File: src/rtl/temporal_buffer_ctrl.sv
// Sequencer for the per-flip temporal literal store. It fills NSAT rows from
// the flip evaluator, waits for the heuristic selector's choice, issues the
// read row and presents the stored literals downstream with valid/ready.

`default_nettype none

module temporal_buffer_ctrl #(
  parameter int NSAT = 3,
  parameter int LAW  = 12,
  parameter int SIZE = 2,
  localparam int IW = (NSAT > 1) ? $clog2(NSAT) : 1,
  localparam int DW = SIZE * LAW
) (
  input  logic          clk_i,
  input  logic          rst_i,
  input  logic          start_i,
  input  logic          abort_i,
  input  logic          cand_valid_i,
  output logic          cand_ready_o,
  input  logic [DW-1:0] cand_literals_i,
  input  logic          sel_valid_i,
  input  logic [IW-1:0] sel_index_i,
  output logic          sel_ready_o,
  output logic          buf_wr_en_o,
  output logic [IW-1:0] buf_wr_index_o,
  output logic [DW-1:0] buf_wr_literals_o,
  output logic [IW-1:0] buf_rd_index_o,
  output logic          out_valid_o,
  input  logic          out_ready_i,
  output logic [IW-1:0] out_index_o,
  output logic          busy_o,
  output logic          sel_err_o
);

  // Last valid store row; full-width so the compare never truncates.
  localparam logic [IW-1:0] LAST_ROW = IW'(NSAT - 1);

  typedef enum logic [2:0] {
    S_IDLE,
    S_FILL,
    S_WAIT_SEL,
    S_READ,
    S_PRESENT
  } state_t;

  state_t        state, state_next;
  logic [IW-1:0] count, count_next;
  logic [IW-1:0] rd_index, rd_index_next;
  logic [DW-1:0] last_literals, last_literals_next;
  logic          sel_err, sel_err_next;

  // State and datapath registers; cleared asynchronously, store contents untouched.
  // NOTE: sequential state uses non-blocking assignments so every register
  // samples pre-edge values regardless of statement order.
  always_ff @(posedge clk_i or posedge rst_i) begin
    if (rst_i) begin
      state         <= S_IDLE;
      count         <= '0;
      rd_index      <= '0;
      last_literals <= '0;
      sel_err       <= 1'b0;
    end else begin
      state         <= state_next;
      count         <= count_next;
      rd_index      <= rd_index_next;
      last_literals <= last_literals_next;
      sel_err       <= sel_err_next;
    end
  end

  // Next-state logic; abort overrides every transition taken in the same cycle.
  // NOTE: every variable gets a default first so no path leaves one
  // unassigned, which would otherwise infer a latch.
  always_comb begin
    state_next         = state;
    count_next         = count;
    rd_index_next      = rd_index;
    last_literals_next = last_literals;
    sel_err_next       = 1'b0;

    unique case (state)
      S_IDLE: begin
        if (start_i) begin
          state_next = S_FILL;
          count_next = '0;
        end
      end
      S_FILL: begin
        if (cand_valid_i) begin
          // Keep the newest row so passthrough reads of the last row see it.
          last_literals_next = cand_literals_i;
          if (count == LAST_ROW) state_next = S_WAIT_SEL;
          else                   count_next = count + 1'b1;
        end
      end
      S_WAIT_SEL: begin
        if (sel_valid_i) begin
          if (sel_index_i <= LAST_ROW) begin
            rd_index_next = sel_index_i;
            state_next    = S_READ;
          end else begin
            sel_err_next = 1'b1;
          end
        end
      end
      S_READ: begin
        // One cycle for the store's registered read.
        state_next = S_PRESENT;
      end
      S_PRESENT: begin
        if (out_ready_i) begin
          state_next    = S_IDLE;
          rd_index_next = '0;
        end
      end
      default: begin
        state_next = S_IDLE;
      end
    endcase

    if (abort_i) begin
      state_next    = S_IDLE;
      count_next    = '0;
      rd_index_next = '0;
      sel_err_next  = 1'b0;
    end
  end

  // Output decode; the write port is combinational so an abort-cycle write still lands.
  always_comb begin
    cand_ready_o      = 1'b0;
    sel_ready_o       = 1'b0;
    buf_wr_en_o       = 1'b0;
    buf_wr_index_o    = '0;
    buf_wr_literals_o = '0;
    out_valid_o       = 1'b0;

    unique case (state)
      S_FILL: begin
        cand_ready_o      = 1'b1;
        buf_wr_en_o       = cand_valid_i;
        buf_wr_index_o    = count;
        buf_wr_literals_o = cand_literals_i;
      end
      S_WAIT_SEL: begin
        sel_ready_o = 1'b1;
      end
      S_READ: begin
        buf_wr_literals_o = last_literals;
      end
      S_PRESENT: begin
        buf_wr_literals_o = last_literals;
        out_valid_o       = 1'b1;
      end
      default: begin
      end
    endcase
  end

  assign buf_rd_index_o = rd_index;
  assign out_index_o    = rd_index;
  assign busy_o         = (state != S_IDLE);
  assign sel_err_o      = sel_err;

endmodule

`default_nettype wire
File: config.mk
export PLATFORM = sky130hd
export DESIGN_NAME = temporal_buffer_ctrl
export DESIGN_NICKNAME = d
export VERILOG_FILES = /design/src/rtl/temporal_buffer_ctrl.sv
export SDC_FILE = /design/constraint.sdc
export NUM_CORES = 1
export LEC_CHECK = 0
export CAP_MARGIN = 20
export CELL_PAD_IN_SITES_DETAIL_PLACEMENT = 1
export CELL_PAD_IN_SITES_GLOBAL_PLACEMENT = 1
export CORE_MARGIN = 2
export CORE_UTILIZATION = 33
export CTS_CLUSTER_DIAMETER = 150
export DETAILED_ROUTE_END_ITERATION = 7
export MAX_ROUTING_LAYER = met4
export PLACE_DENSITY_LB_ADDON = 0.1
export SLEW_MARGIN = 0
export SYNTH_ARGS = -nofsm -noshare
export SYNTH_HDL_FRONTEND = slang
export SYNTH_SLANG_ARGS = --single-unit
File: constraint.sdc
create_clock -name clk_i -period 2.05 [get_ports clk_i]
set_input_delay 0.615 -clock clk_i [delete_from_list [all_inputs] [get_ports clk_i]]
set_output_delay 0.615 -clock clk_i [all_outputs]
set_load 0.1 [all_outputs]
==> flow_summary.json <==
{
  "max_freq_mhz": 434.7,
  "gp_congestion": 0.8307,
  "drv_cap": 0,
  "p_per_area_nw_per_um2": 715.6,
  "cts_buffer_depth": 2,
  "yosysSeqAreaShare": 0.4706,
  "antenna_cells": 0,
  "vias": 1523,
  "finalCritPeriodShare": 1.122,
  "period_minus_slack_ns": 2.301,
  "worst_hold_startpoint": "last_literals[1]",
  "numClockSinks": 32,
  "io_buffers": 68,
  "status": "finished with violations",
  "chipWidth_um": 75.81,
  "clk_latency_ns": 0.28,
  "synthCells": 139,
  "setup_tns_ns": -5.821,
  "synth_cell_types": 34,
  "drc_errors": 0,
  "finalHoldViolations": 0,
  "dpl.cell_count": 277,
  "die-area_sq_um": 5747,
  "syn_nets": 173,
  "dr.pass1.iters": 4,
  "path_max_fanout": 8,
  "h-tree-depth": 2,
  "cellLeakagePower_nw": 1.431,
  "synth_area_leaders": "dfrtp_1, mux2_2, a22o_1",
  "crit_type": "reg -> out",
  "r2r-start": "state[2]",
  "dp_hpwl_um": 3734,
  "grt_usage": 0.2174,
  "final_nets": 261,
  "synth_area_per_cell_sq_um": 12.24,
  "start_util": 0.3375,
  "cts_made_buffers": 5,
  "fin_area_sq_um": 3333,
  "drt_iter0_markers": 30,
  "fin_hold_ws_ns": 0.5238,
  "start_kind": "flip-flop",
  "multi_input_area_sq_um": 1027,
  "cts_tree": "yes",
  "die_h_um": 75.81,
  "final-seq-area_sq_um": 803.3,
  "crit_path_end_kind": "output port",
  "synth_top_area_cell": "dfrtp_1",
  "final_cells": 298,
  "cts_root_buf": "clkbuf_8",
  "slew_viol_final": 0,
  "hold_buffers": 0,
  "fin_ws_ns": -0.2506,
  "antenna_found_initial": 0,
  "synth_top_area_frac": 0.4706,
  "violations": "negative setup slack",
  "routed_wl_um": 5501,
  "dp_slack_ns": -0.1685,
  "grt_max_degree": 33,
  "clkTransAtPathRegs_ns": 0.07,
  "io_pins": 69,
  "worstPathRequired_ns": 1.43,
  "finalSetupViolCount": 30,
  "viasPerCell": 5.111,
  "syn-cell-area_sq_um": 1702,
  "area_growth_pct": 95.88,
  "drive_gt1_frac": 0.5746,
  "synth_warnings": 0,
  "avgRoutedWirePerCell_um": 18.46,
  "synth-seq-cells": 32,
  "arrival_ns": 1.69,
  "skew_ns": 0.004050,
  "core_sq_um": 5042,
  "grt_pass1_wl_um": 8866,
  "slew-limit-headroom": 0.7114,
  "crit_start": "state[2]",
  "dpl_cell_area_sq_um": 3007,
  "fillers": 482,
  "tightest_slew_ns": 0.4329,
  "grt_pass1_vias": 1711,
  "rsz0062_at_grt": "true",
  "rows": 26,
  "antenna_left": 0,
  "peakVddDrop_mv": 0.5097,
  "overflow": 0,
  "hp-class": "reg -> reg"
}
kinds of logic (layout without fill, tap and decap cells):
group                    count (synthesis)  in the layout  synth area share
adder cells (fa/ha/maj)                  1              1          0.007352
buffers and inverters                   19            108           0.07573
AO/OA/AOI/OAI                           38             38            0.1868
flip-flops                              32             32            0.4706
multiplexers                            24             24            0.1588
AND/OR/NAND/NOR                         25             25            0.1007
registers in the layout (all words and copies together), names as in the netlist:
name	count
sel_err_o	1
count	2
state	3
buf_rd_index_o	2
last_literals	24
cell usage in the layout, fill, tap and decap left out, types with 2 or more instances in the layout:
cell type / count
mux2_2: 23
a32o_2: 2
buf_12: 39
buf_4: 18
buf_6: 6
a22o_4: 24
nand3b_1: 4
or3_4: 2
and2_4: 2
dfrtp_2: 2
inv_1: 4
nand2b_1: 2
nand3_1: 2
clkdlybuf4s50_1: 31
o32ai_1: 3
a21oi_1: 3
clkbuf_8: 6
dfrtp_1: 30
clkbuf_1: 2
nor3b_4: 2
nand2_1: 4
metrics by stage:
step	power, W	util
after floorplan	0.001486	-
after global placement	0.001804	0.5963
after detailed placement	0.001843	0.5963
after CTS	0.002396	0.6603
after global routing	0.002497	0.6610
final	0.002385	0.6610
path summary, 6_finish.rpt:
check	end	slack [ns]	cells past startpoint
worst max register to register	last_literals[9]	0.26	5
worst min register to register	last_literals[1]	0.52	1
worst max-delay path	buf_wr_literals_o[8]	-0.25	7
max in group asynchronous	state[1]	0.98	3
min in group asynchronous	last_literals[4]	0.74	3
worst min-delay path	last_literals[1]	0.52	1
synthesized netlist by cell type, drive strengths merged:
master	n
and4bb	1
nand2b	3
nand3b	4
o21ai	2
clkbuf	1
a21oi	3
nor2b	1
buf	13
o31a	1
nor3b	2
inv	5
o31ai	1
o32ai	3
a22o	24
nor3	1
and2	2
or3b	1
nor2	1
nand3	2
nand4bb	1
dfrtp	32
a211oi	1
a32o	2
nand2	4
a31oi	1
ha	1
or3	2
mux2	24
power breakdown:
part           switching [W]  leakage [nW]  internal [W]
registers           0.000112         0.390      0.000775
logic               0.000540         0.996      0.000461
clock network       0.000224        0.0455      0.000274
worst max-delay path, cell delays in order, from the launching register on:
cell and delay, ns:
dfrtp_2 0.45, buf_6 0.14, nand2b_4 0.06, o21ai_4 0.08, buf_12 0.14, buf_12 0.14, a22o_4 0.23, buf_12 0.16
cell type report:
| class | count | share of cell area |
|---|---|---|
| timing repair buffer | 95 | 0.3908 |
| multi-input combinational | 88 | 0.3082 |
| sequential | 32 | 0.2410 |
| clock buffer | 8 | 0.02703 |
| tap | 70 | 0.02628 |
| inverter | 5 | 0.006757 |
layer usage:
metal,global-route usage,part of all wire,vias up
li1,-,-,698
met1,0.2601,0.40,784
met2,0.3688,0.56,39
met3,0.05820,0.043,2
met4,0.04288,0.0040,0
met5,-,0,-
what timing repair did:
action,CTS,global route
buffers inserted,10,3
gates cloned,1,0
resized for setup,24,2
pin swaps,4,2
setup endpoints to repair,31,31
No activity file was read; power rests on OpenSTA's default activity.
